==> config.mk <==
export PLATFORM = sky130hd
export DESIGN_NAME = mips_muldiv_unit
export DESIGN_NICKNAME = d
export VERILOG_FILES = /design/src/rtl/mips_muldiv_unit.sv
export SDC_FILE = /design/constraint.sdc
export NUM_CORES = 1
export LEC_CHECK = 0
export ABC_AREA = 1
export BUFFER_PORTS_ARGS = -buffer_cell sky130_fd_sc_hd__buf_4
export CAP_MARGIN = 10
export CORE_MARGIN = 10
export CORE_UTILIZATION = 34
export CTS_CLUSTER_SIZE = 10
export DETAILED_ROUTE_END_ITERATION = 7
export PLACE_DENSITY = 0.51
export SLEW_MARGIN = 10
export SYNTH_ARGS = -nofsm -noshare
export SYNTH_HDL_FRONTEND = slang
export SYNTH_SLANG_ARGS = --single-unit
==> constraint.sdc <==
create_clock -name clk -period 7.46 [get_ports clk]
set_input_delay 0.373 -clock clk [delete_from_list [all_inputs] [get_ports clk]]
set_output_delay 0.373 -clock clk [all_outputs]
set_load 0.03 [all_outputs]
==> src/rtl/mips_muldiv_unit.sv <==
// Iterative MIPS multiply/divide unit with HI/LO registers.
// One product or quotient bit per cycle, plus MTHI/MTLO writes.
module mips_muldiv_unit #(
  parameter int BITS        = 32,
  parameter int OPTION_BITS = 8
) (
  input  logic                   clk,
  input  logic                   rst,
  input  logic                   start,
  input  logic [OPTION_BITS-1:0] select,
  input  logic [BITS-1:0]        a,
  input  logic [BITS-1:0]        b,
  output logic                   busy,
  output logic                   done,
  output logic                   div_by_zero,
  output logic [BITS-1:0]        hi,
  output logic [BITS-1:0]        lo
);

  localparam int CW = $clog2(BITS + 1);

  localparam logic [1:0] S_IDLE = 2'd0;
  localparam logic [1:0] S_MUL  = 2'd1;
  localparam logic [1:0] S_DIV  = 2'd2;
  localparam logic [1:0] S_FIX  = 2'd3;

  localparam logic [OPTION_BITS-1:0] OP_MULT  = OPTION_BITS'(8'h18);
  localparam logic [OPTION_BITS-1:0] OP_MULTU = OPTION_BITS'(8'h19);
  localparam logic [OPTION_BITS-1:0] OP_DIV   = OPTION_BITS'(8'h1A);
  localparam logic [OPTION_BITS-1:0] OP_DIVU  = OPTION_BITS'(8'h1B);
  localparam logic [OPTION_BITS-1:0] OP_MTHI  = OPTION_BITS'(8'h11);
  localparam logic [OPTION_BITS-1:0] OP_MTLO  = OPTION_BITS'(8'h13);

  logic [1:0]        state;
  logic [CW-1:0]     cnt;
  logic [2*BITS-1:0] acc;
  logic [BITS-1:0]   opd;
  logic              sign_a;
  logic              sign_b;
  logic              is_mul;

  logic              accept;
  logic              op_mult;
  logic              op_multu;
  logic              op_div;
  logic              op_divu;
  logic              op_mthi;
  logic              op_mtlo;
  logic              op_signed;
  logic              op_muls;
  logic              op_divs;
  logic              div_zero;
  logic [BITS-1:0]   abs_a;
  logic [BITS-1:0]   abs_b;

  logic [BITS:0]     mul_sum;
  logic [2*BITS-1:0] mul_next;
  logic [BITS:0]     div_rs;
  logic              div_ge;
  logic [BITS-1:0]   div_diff;
  logic [2*BITS-1:0] div_next;
  logic              last;

  logic [2*BITS-1:0] prod;
  logic [BITS-1:0]   quo;
  logic [BITS-1:0]   rem;

  // Operation decode; a start is only taken in IDLE outside the done cycle.
  always_comb begin
    op_mult   = (select == OP_MULT);
    op_multu  = (select == OP_MULTU);
    op_div    = (select == OP_DIV);
    op_divu   = (select == OP_DIVU);
    op_mthi   = (select == OP_MTHI);
    op_mtlo   = (select == OP_MTLO);
    op_signed = op_mult | op_div;
    op_muls   = op_mult | op_multu;
    op_divs   = op_div | op_divu;
    div_zero  = op_divs & (b == '0);
    accept    = (state == S_IDLE) & start & ~done;
    abs_a     = (op_signed & a[BITS-1]) ? (~a + 1'b1) : a;
    abs_b     = (op_signed & b[BITS-1]) ? (~b + 1'b1) : b;
  end

  // One shift-add step and one restoring-divide step on the accumulator.
  always_comb begin
    mul_sum  = {1'b0, acc[2*BITS-1:BITS]} + {1'b0, opd};
    mul_next = acc[0] ? {mul_sum, acc[BITS-1:1]}
                      : {1'b0, acc[2*BITS-1:1]};
    div_rs   = acc[2*BITS-1:BITS-1];
    div_ge   = (div_rs >= {1'b0, opd});
    div_diff = div_rs[BITS-1:0] - opd;
    div_next = {(div_ge ? div_diff : div_rs[BITS-1:0]),
                acc[BITS-2:0], div_ge};
    last     = (cnt == CW'(1));
  end

  // Sign fix-up of the finished product, quotient and remainder.
  always_comb begin
    prod = (sign_a ^ sign_b) ? (~acc + 1'b1) : acc;
    quo  = (sign_a ^ sign_b) ? (~acc[BITS-1:0] + 1'b1)
                             : acc[BITS-1:0];
    rem  = sign_a ? (~acc[2*BITS-1:BITS] + 1'b1)
                  : acc[2*BITS-1:BITS];
  end

  // Control FSM: state, iteration counter and handshake flags.
  always_ff @(posedge clk or posedge rst) begin
    if (rst) begin
      state       <= S_IDLE;
      cnt         <= '0;
      busy        <= 1'b0;
      done        <= 1'b0;
      div_by_zero <= 1'b0;
    end else begin
      done        <= 1'b0;
      div_by_zero <= 1'b0;
      case (state)
        S_IDLE: begin
          if (accept) begin
            if (op_mthi | op_mtlo) begin
              done <= 1'b1;
            end else if (div_zero) begin
              done        <= 1'b1;
              div_by_zero <= 1'b1;
            end else if (op_muls | op_divs) begin
              cnt   <= CW'(BITS);
              busy  <= 1'b1;
              state <= op_muls ? S_MUL : S_DIV;
            end
          end
        end
        S_MUL, S_DIV: begin
          cnt <= cnt - 1'b1;
          if (last) state <= S_FIX;
        end
        default: begin
          busy  <= 1'b0;
          done  <= 1'b1;
          state <= S_IDLE;
        end
      endcase
    end
  end

  // Operand latch and per-cycle accumulator update.
  always_ff @(posedge clk or posedge rst) begin
    if (rst) begin
      acc    <= '0;
      opd    <= '0;
      sign_a <= 1'b0;
      sign_b <= 1'b0;
      is_mul <= 1'b0;
    end else begin
      case (state)
        S_IDLE: begin
          if (accept & ~div_zero & (op_muls | op_divs)) begin
            sign_a <= op_signed & a[BITS-1];
            sign_b <= op_signed & b[BITS-1];
            is_mul <= op_muls;
            if (op_muls) begin
              acc <= {{BITS{1'b0}}, abs_b};
              opd <= abs_a;
            end else begin
              acc <= {{BITS{1'b0}}, abs_a};
              opd <= abs_b;
            end
          end
        end
        S_MUL:   acc <= mul_next;
        S_DIV:   acc <= div_next;
        default: acc <= acc;
      endcase
    end
  end

  // HI/LO change only on MTHI/MTLO, divide-by-zero or the FIX cycle.
  always_ff @(posedge clk or posedge rst) begin
    if (rst) begin
      hi <= '0;
      lo <= '0;
    end else if (accept & op_mthi) begin
      hi <= a;
    end else if (accept & op_mtlo) begin
      lo <= a;
    end else if (accept & div_zero) begin
      hi <= a;
      lo <= '1;
    end else if (state == S_FIX) begin
      if (is_mul) begin
        hi <= prod[2*BITS-1:BITS];
        lo <= prod[BITS-1:0];
      end else begin
        hi <= rem;
        lo <= quo;
      end
    end
  end

endmodule

-- Word-level counts from Yosys, hierarchy flattened
Cells that the tools add are included.
- flip-flop bits (word level): 174
- bits of input ports: 75
- output and inout port bits: 67
- word-level logic and storage cells: 121
- add/sub/neg operators: 8
- magnitude comparators: 1
- equal/unequal tests: 17
- mux-type cells: 44
- bitwise logic cells: 25
- reductions and logical operators: 14
- operators with widths (kind ; count):
    $mux W32 ; 16
    $mux W64 ; 3
    $pmux W64 S3 ; 1
    $add A32 B1 Y32 const B ; 4
    $not A32 Y32 ; 4
    $add A64 B1 Y64 const B ; 1
    $not A64 Y64 ; 1
    $eq A8 B5 Y1 const B ; 6
    $add A32 B32 Y33 ; 1
    $ge A33 B32 Y1 ; 1
    $logic_not A32 Y1 ; 1
    $sub A32 B32 Y32 ; 1
    $mux W6 ; 4
    $reduce_and A5 Y1 ; 3
    $mux W2 ; 6
    $pmux W6 S2 ; 1
    $and A1 B1 Y1 ; 10
    $mux W1 ; 10
    $ne A2 B2 Y1 const B ; 5
    $reduce_bool A3 Y1 ; 3
    $reduce_and A2 Y1 ; 4
    $eq A6 B1 Y1 const B ; 1
    $sub A6 B1 Y6 const B ; 1
    $or A1 B1 Y1 ; 5
    10 further kinds ; 16

-- Depth between registers and ports, before layout
Gate-level depths: netlist of the first run.
- depth in word-level cells: 8
- depth in mapped cells: 18
- depth with buffers taken out: 18

-- Worst setup path after synthesis of the first run
Ideal clock, no wire load.
- kind: register to register
- from: register acc[0]
- to: register hi[12]
- setup time: 0.123 ns
- arrival: 2.176 ns
- required time: 7.337 ns
- slack: 5.161 ns
- stages on the path, launching flop included: 14
- period minus slack after synthesis: 2.299 ns
- path through: dfrtp_1 buf_2 inv_2 clkbuf_1 ha_1 nand3_1 nor2_4 nand4_1 o21ai_0 nand2_1 nand3_1 nand2_1 o21ai_0 nand2_1
- word-level cells in the longest chain between the ends: 8
- ends and longest elaborated chain (item ; RTL line ; source):
    start: declaration ; 36 ; logic [2*BITS-1:0] acc;
    start signal: assignment ; 162 ; acc <= {{BITS{1'b0}}, abs_b};
    start signal: assignment ; 165 ; acc <= {{BITS{1'b0}}, abs_a};
    start signal: assignment ; 170 ; S_MUL: acc <= mul_next;
    $not A64 Y64 ; 100 ; prod = (sign_a ^ sign_b) ? (~acc + 1'b1) : acc;
    $add A64 B1 Y64 ; 100 ;
    $mux W64 ; 100 ;
    $mux W32 ; 190 ; if (is_mul) begin
    $mux W32 ; 189 ; end else if (state == S_FIX) begin
    $mux W32 ; 186 ; end else if (accept & div_zero) begin
    $mux W32 ; 184 ; end else if (accept & op_mtlo) begin
    $mux W32 ; 182 ; end else if (accept & op_mthi) begin
    end signal: assignment ; 191 ; hi <= prod[2*BITS-1:BITS];
    end signal: assignment ; 194 ; hi <= rem;
    end: declaration ; 16 ; output logic [BITS-1:0] hi,
Every way passes these cells. The select of a mux whose other input is x is not followed.
A chain may end at the register's enable or synchronous reset.

-- Worst setup path after layout of the first run
- from: register acc[37]
- to: register acc[60]
- word-level cells in the longest chain between the ends: 3
- elaborated cells on any way between the ends: 6
- ends and longest elaborated chain (item ; RTL line ; source):
    $sub A32 B32 Y32, or another cell as far along ; 92 ; div_diff = div_rs[BITS-1:0] - opd;
    $mux W32 / $mux W64 (equally long branches) ; 93, 88 ;
    $pmux W64 S3 * ; 155 ; case (state)
Mark *: on every way between the ends. The rest lies on a longest branch, timed or not.

==> flow_metrics.tcl, run 1 <==
set metrics [dict create \
    fin_nets 3615 \
    start_util_pct 34.2 \
    synthDominantCellAreaShare_pct 25.9 \
    finalPower_w 0.00851 \
    n_fill_cell 6485 \
    core_area_um2 56200 \
    grt_max_degree 111 \
    worstRegToRegCells 17 \
    die-area_um2 66500 \
    synthToLayoutAreaGrowth_pct 11.6 \
    num_antenna_cells 0 \
    tightestPinTransition_ps 1020 \
    synth.area.top_cells "nand2_1, dfrtp_1, inv_1" \
    status "finished with violations" \
    cts.clk_slew.worst_paths_ps 70 \
    cp_slowest_cell "dfrtp_1" \
    antenna_left 0 \
    hold_path.class "in2async" \
    synthesis.area_um2 19200 \
    portBuffers 141 \
    setup_violations 0 \
    p_per_area_nw_per_um2 396 \
    gp_congestion 0.992 \
    setup_tns_ps 0 \
    syn_avg_cell_area_um2 5.68 \
    cp_max_fo 33 \
    clock_path_buffers 2 \
    synthTopCellsByCount "nand2_1, inv_1, nand3_1, nor2_1, dfrtp_1" \
    period_needed_ps 3550 \
    crit_required_ps 7840 \
    grt_setup_unrepaired "false" \
    crit_chain "ha_1, nand2_1, nand2_1, nand2_1, nand2_1, inv_1, nand3_2, nand2_1, nand2_1, nand2_2, nand2_4, nand2_2, nand2_1, nand2_1, nand2_1, nand2_1, nand2_1" \
    finalHoldViolations 4 \
    p_leak_nw 11.9 \
    synth_edf_count 0 \
    power.sequential.fraction_pct 19.2 \
    crit_start "acc[37]" \
    clk_latency_ps 500 \
    swShare_pct 58.8 \
    ys.flop_type "dfrtp_1" \
    synth_warnings 0 \
    postCtsHoldBufs 0 \
    cts_made_buffers 17 \
    first_pass_iters 5 \
    r2r_slack_ps 3910 \
    drv_slew 0 \
    cpPeakStageDelay_ps 670 \
    critical_path.top_delay_family "simple AND/OR/NAND/NOR gates" \
    cts_root_buffer "clkbuf_16" \
    ctsResizeCount 0 \
    p_sw_w 0.00500 \
    cts_tree "built" \
    max_freq_mhz 282 \
    drc 0 \
    antenna_found_initial 4 \
    post_cts_buffers 0 \
    yosysMostFrequentCell "nand2_1" \
    vias 22500 \
    critPathLaunchType "flop" \
    r2r_start "acc[37]" \
    slew_headroom_pct 32.1 \
    clock_power_share_pct 12.1 \
    grt_pass1_wl_um 141000 \
    ir_drop_uv 317 \
    hold_ws_ps -16.7 \
    synth_area_leader_cell "nand2_1" \
    internal-power_w 0.00351 \
    grt_pass1_vias 21400 \
    grt_overflow 0 \
    crit_buf_inv 1 \
    totalWireLength_um 97200 \
    ys_async_sr_fraction_pct 100 \
    yosysSeqAreaShare_pct 22.6 \
    fp.dieW_um 258 \
    num_rows 87 \
    clock_skew_ps 15.6 \
    via_per_inst 5.31 \
    drv_cap 0 \
    drive_gt1_share_pct 7.39 \
    syn-num-nets 3540 \
    ioPinCount 142 \
    first_iter_violations 2277 \
    crit_path_end_kind "flop" \
    combPwrFrac_pct 68.7 \
    r2r-end "acc[60]" \
    post_drt_wl_per_cell_um 23.0 \
    ys_seq_elements 174 \
    synth_cell_types 50 \
    grtUsageTotal_pct 28.5 \
    violations "negative hold slack" \
    dpl.hpwl_um 79200 \
    numClockSinks 174 \
    htreeDepth 4 \
    worstSetupPathType "reg2reg" \
    die_height_um 258 \
    crit_arrival_ps 3930 \
    fin_crit_sh_pct 47.6 \
    cp_common_cell "nand2_1" \
    synthCells 3389 \
]
[sequential cells by signal (all words and copies together), names as in the netlist, 2 cells and up]
register and count:
cnt 6, state 2, hi 32, acc 64
opd 32, lo 32
[through the flow]
stage	instances	instance area, µm²	setup WS [ps]	util (%)
after CTS	4233	21500	3970	38.2
after global routing	4233	21500	3670	38.2
after floorplan	3389	19200	2370	-
after detailed placement	4201	20800	3960	37.1
after global placement	4201	20800	3980	37.1
final	4233	21500	3910	38.2
[layout by cell type, fill, tap and decap left out, types with 24 or more instances in the layout]
master    Yosys  final
nor2_1      273    271
ha_1         74     74
buf_4        10    159
nand4_1      40     40
nand3_1     347    347
o211ai_1     27     27
inv_1       472    470
o22ai_1      43     43
dfrtp_1     174    174
o21ai_1      49     49
nand2_1    1325   1323
a21oi_1     123    123
xor2_1       67     67
o21ai_0     110    110
nor3_1       24     24
[final cells by class]
| type | count | area, µm² | share of cell area (%) |
|---|---|---|---|
| clock buffer | 18 | 429 | 2.00 |
| clock inverter | 14 | 204 | 0.950 |
| multi-input combinational | 2615 | 12500 | 58.1 |
| sequential | 174 | 4350 | 20.3 |
| timing repair buffer | 159 | 1190 | 5.56 |
| inverter | 497 | 1880 | 8.74 |
| tap | 756 | 946 | 4.41 |
[how the worst max path moves through the flow]
stage | endpoint | slack, ps | cells past startpoint
final | acc[60] | 3910 | 17
after global routing | acc[59] | 3670 | 17
after CTS | acc[63] | 3970 | 17
after detailed placement | acc[31] | 3960 | 14
after global placement | acc[31] | 3980 | 14
after floorplan | acc[0] | 2370 | 1
[layer usage]
metal	up-vias	global-route usage, %	share of wire [%]
li1	10800	-	-
met1	10600	35.0	41
met2	887	47.5	47
met3	199	5.08	6.8
met4	6	13.8	4.9
met5	-	0	0.041
[power by group through the flow]
stage / sequential [W] / combinational (W) / clock [W]
floorplan: 0.00180 / 0.00359 / 0
global placement: 0.00164 / 0.00575 / 0
detailed placement: 0.00165 / 0.00570 / 0
CTS: 0.00163 / 0.00573 / 0.00104
global route: 0.00168 / 0.00636 / 0.00107
finish: 0.00164 / 0.00585 / 0.00103
[cells by family (layout without fill, tap and decap cells)]
logic type | Yosys count | in the layout | synth area share (%)
compound gates | 377 | 377 | 10.8
xor+xnor | 89 | 89 | 4.05
fa+ha+maj | 76 | 76 | 5.02
buf+inv | 600 | 688 | 12.6
flops | 174 | 174 | 22.6
mux | 2 | 2 | 0.104
simple gates | 2071 | 2071 | 44.8
(Power assumes the default switching activity.)
==> inputs of run 2 (changes only) <==
ABC_AREA = 0   (was 1)
PLACE_DENSITY = 0.53   (was 0.51)
clock period = 2.86 ns   (was 7.46 ns; I/O delays follow)
==> run 2 against run 1 <==
Effect of this change: the flow finishes with violations (negative setup slack); worst hold slack improved by 80 ps; area after synthesis decreased by 18%; clock power increased by 150%; setup slack got worse by 4200 ps; global-route usage decreased by 4.0 points; via count decreased by 22%; combinational power increased by 130%; die area decreased by 17%; non-clock buffer count increased by 430; maximum frequency increased by 12%; critical path depth decreased by 3.
==> flow_metrics.tcl, run 2 <==
set metrics [dict create \
    synthToLayoutAreaGrowth_pct 40.9 \
    cts_root_buffer "clkbuf_16" \
    synthesis.area_um2 15700 \
    core_area_um2 45600 \
    violations "negative setup slack" \
    dpl.hpwl_um 55100 \
    cpPeakStageDelay_ps 510 \
    syn_avg_cell_area_um2 7.71 \
    gr-usage-met3_pct 4.50 \
    finalHoldViolations 0 \
    largest_register_ffs 64 \
    hold_ws_ps 63.7 \
    clock_skew_ps 13.8 \
    via_per_inst 5.62 \
    synth_cell_types 80 \
    fin_nets 2659 \
    synthCells 2040 \
    combPwrFrac_pct 67.8 \
    dp_worst_setup_slack_ps -518 \
    status "finished with violations" \
    gp_congestion 0.921 \
    hold_depth 3 \
    numClockSinks 174 \
    crit_buf_inv 4 \
    totalWireLength_um 70300 \
    drc 0 \
    finalPower_w 0.0199 \
    hold_path.class "in2reg" \
    swShare_pct 48.7 \
    slew_headroom_pct 50.5 \
    synth_area_leader_cell "dfrtp_1" \
    r2r_start "opd[26]" \
    final_cell_mix "buf_4, nand2_1, o21ai_0" \
    crit_chain "inv_2, ha_4, buf_6, nand4_1, buf_4, nor4b_4, a22oi_1, a21oi_1, or4_4, a31oi_4, buf_12, mux2_4, a222oi_1, o21ai_1" \
    grt_pass1_wl_um 105000 \
    drive_gt1_share_pct 30.6 \
    clock_power_share_pct 12.7 \
    antenna_left 0 \
    synth_edf_count 0 \
    ys_async_sr_fraction_pct 100 \
    r2r-end "acc[45]" \
    cp_num_cells 14 \
    worstSetupPathType "reg2reg" \
    vias 17500 \
    hold_end "opd[0]" \
    drv_cap 0 \
    p_leak_nw 10.1 \
    die_height_um 235 \
    p_per_area_nw_per_um2 896 \
    htreeDepth 4 \
    mostFrequentLayoutCell "buf_4" \
    cts_tree "built" \
    num_rows 78 \
    yosysSeqAreaShare_pct 27.7 \
    tightestPinTransition_ps 743 \
    num_antenna_cells 0 \
    ys.flop_type "dfrtp_1" \
    cts.clk_slew.worst_paths_ps 80 \
    first_pass_iters 6 \
    top_usage_layer "met2" \
    clock_path_buffers 2 \
    drv_slew 0 \
    synth.area.top_cells "dfrtp_1, o21ai_0, a21oi_1" \
    max_freq_mhz 316 \
    critical_path.top_delay_family "compound AO/OA/AOI/OAI gates" \
    crit_path_end_kind "flop" \
    setup_violations 33 \
    cp_slowest_cell "or4_4" \
    cts_made_buffers 17 \
    post_drt_wl_per_cell_um 22.5 \
    crit_required_ps 3250 \
    first_iter_violations 1597 \
    max_flop_register "acc" \
    r2r_slack_ps -300 \
    fin_crit_sh_pct 111 \
    antenna_found_initial 6 \
    cp_max_fo 5 \
    critPathLaunchType "flop" \
    synth_warnings 0 \
    ir_drop_uv 700 \
    ys_seq_elements 174 \
    worstRegToRegCells 14 \
    p_sw_w 0.00968 \
    synthTopCellsByCount "nand2_1, o21ai_0, a21oi_1, dfrtp_1, nor2_1" \
    period_needed_ps 3160 \
    power.sequential.fraction_pct 19.5 \
    fp.dieW_um 235 \
    crit_arrival_ps 3550 \
    grt_overflow 0 \
    ioPinCount 142 \
    portBuffers 141 \
    syn-num-nets 2191 \
    die-area_um2 55200 \
    grtUsageTotal_pct 24.4 \
    yosysMostFrequentCell "nand2_1" \
    grt_max_degree 99 \
    finalWorstSetupSlack_ps -301 \
    synthDominantCellAreaShare_pct 27.7 \
    clk_latency_ps 510 \
    use_met1_pct 29.9 \
    start_util_pct 34.5 \
    grt_setup_unrepaired "true" \
    grt_pass1_vias 17500 \
    grtUsageMet2_pct 40.3 \
    internal-power_w 0.0102 \
    hp-start "b[0]" \
]
## run 2: cell count changes in the layout (fill, tap and decap cells not counted), moves of 34 or more
cell	delta
a21oi_1	+54
inv_1	-411
nand3_1	-316
a22oi_1	+42
buf_4	+358
o21ai_0	+71
xnor2_1	+64
a21o_1	+35
nand2_1	-1080
mux2i_1	+44
o22ai_1	-34
nor2_1	-114
## run 2: cell families (layout without fill, tap and decap cells)
family | count (synthesis) | after routing | synth area share (%)
AND/OR/NAND/NOR | 639 | 639 | 19.1
buffers and inverters | 209 | 689 | 5.27
adder cells (fa/ha/maj) | 76 | 76 | 6.14
XOR/XNOR | 172 | 172 | 9.58
flip-flops | 174 | 174 | 27.7
AO/OA/AOI/OAI | 696 | 697 | 27.3
multiplexers | 74 | 74 | 4.92
## run 2: worst max path at each step
stage / startpoint / endpoint / slack [ps]
after global routing: opd[26] / acc[45] / -400
after floorplan: acc[55] / acc[33] / -170
final: opd[26] / acc[45] / -300
after CTS: acc[32] / acc[51] / -370
after detailed placement: acc[32] / acc[51] / -520
after global placement: acc[32] / acc[51] / -490
## run 2: routing by layer
metal,vias to the layer above,wire length (µm)
li1,8298,-
met1,8476,29300
met2,614,33600
met3,145,4050
met4,4,3370
met5,-,32
## run 2: area by class of cell
class                      count  area [µm²]
clock buffer                  18         439
inverter                      68         263
fill                        4487       23400
sequential                   174        4360
tap                          600         751
timing repair buffer         589        4810
clock inverter                14         163
multi-input combinational   1658       11400
## run 2: through the flow
| step | utilization, % | TNS, ps | area, µm² | instances |
|---|---|---|---|---|
| global route | 48.6 | -10270 | 22200 | 3121 |
| CTS | 47.6 | -7060 | 21700 | 3106 |
| global placement | 44.1 | -16390 | 20100 | 3017 |
| detailed placement | 44.1 | -21090 | 20100 | 3017 |
| finish | 48.6 | -7040 | 22200 | 3121 |
| floorplan | - | -1520 | 15800 | 2040 |
## run 2: what timing repair did
item | in CTS | in global routing
buffers inserted | 23 | 16
hold buffers | 33 | 0
cloned | 2 | 1
pin swaps | 46 | 55
endpoints found under the setup margin | 40 | 64
hold endpoints to repair | 220 | 0
gates resized for setup | 115 | 75
## run 2: worst reg2reg max path: stages, from the launching register on
cell	delay, ps
dfrtp_1	390
inv_2	80
ha_4	200
buf_6	110
nand4_1	120
buf_4	160
nor4b_4	50
a22oi_1	180
a21oi_1	100
or4_4	510
a31oi_4	300
buf_12	170
mux2_4	300
a222oi_1	250
o21ai_1	110
## run 2: power groups by stage
stage                     clock (W)  sequential, W  combinational [W]
after floorplan                   0        0.00438            0.00667
after global placement            0        0.00386             0.0120
after detailed placement          0        0.00388             0.0120
after CTS                   0.00259        0.00385             0.0128
after global routing        0.00267        0.00397             0.0145
final                       0.00253        0.00387             0.0135
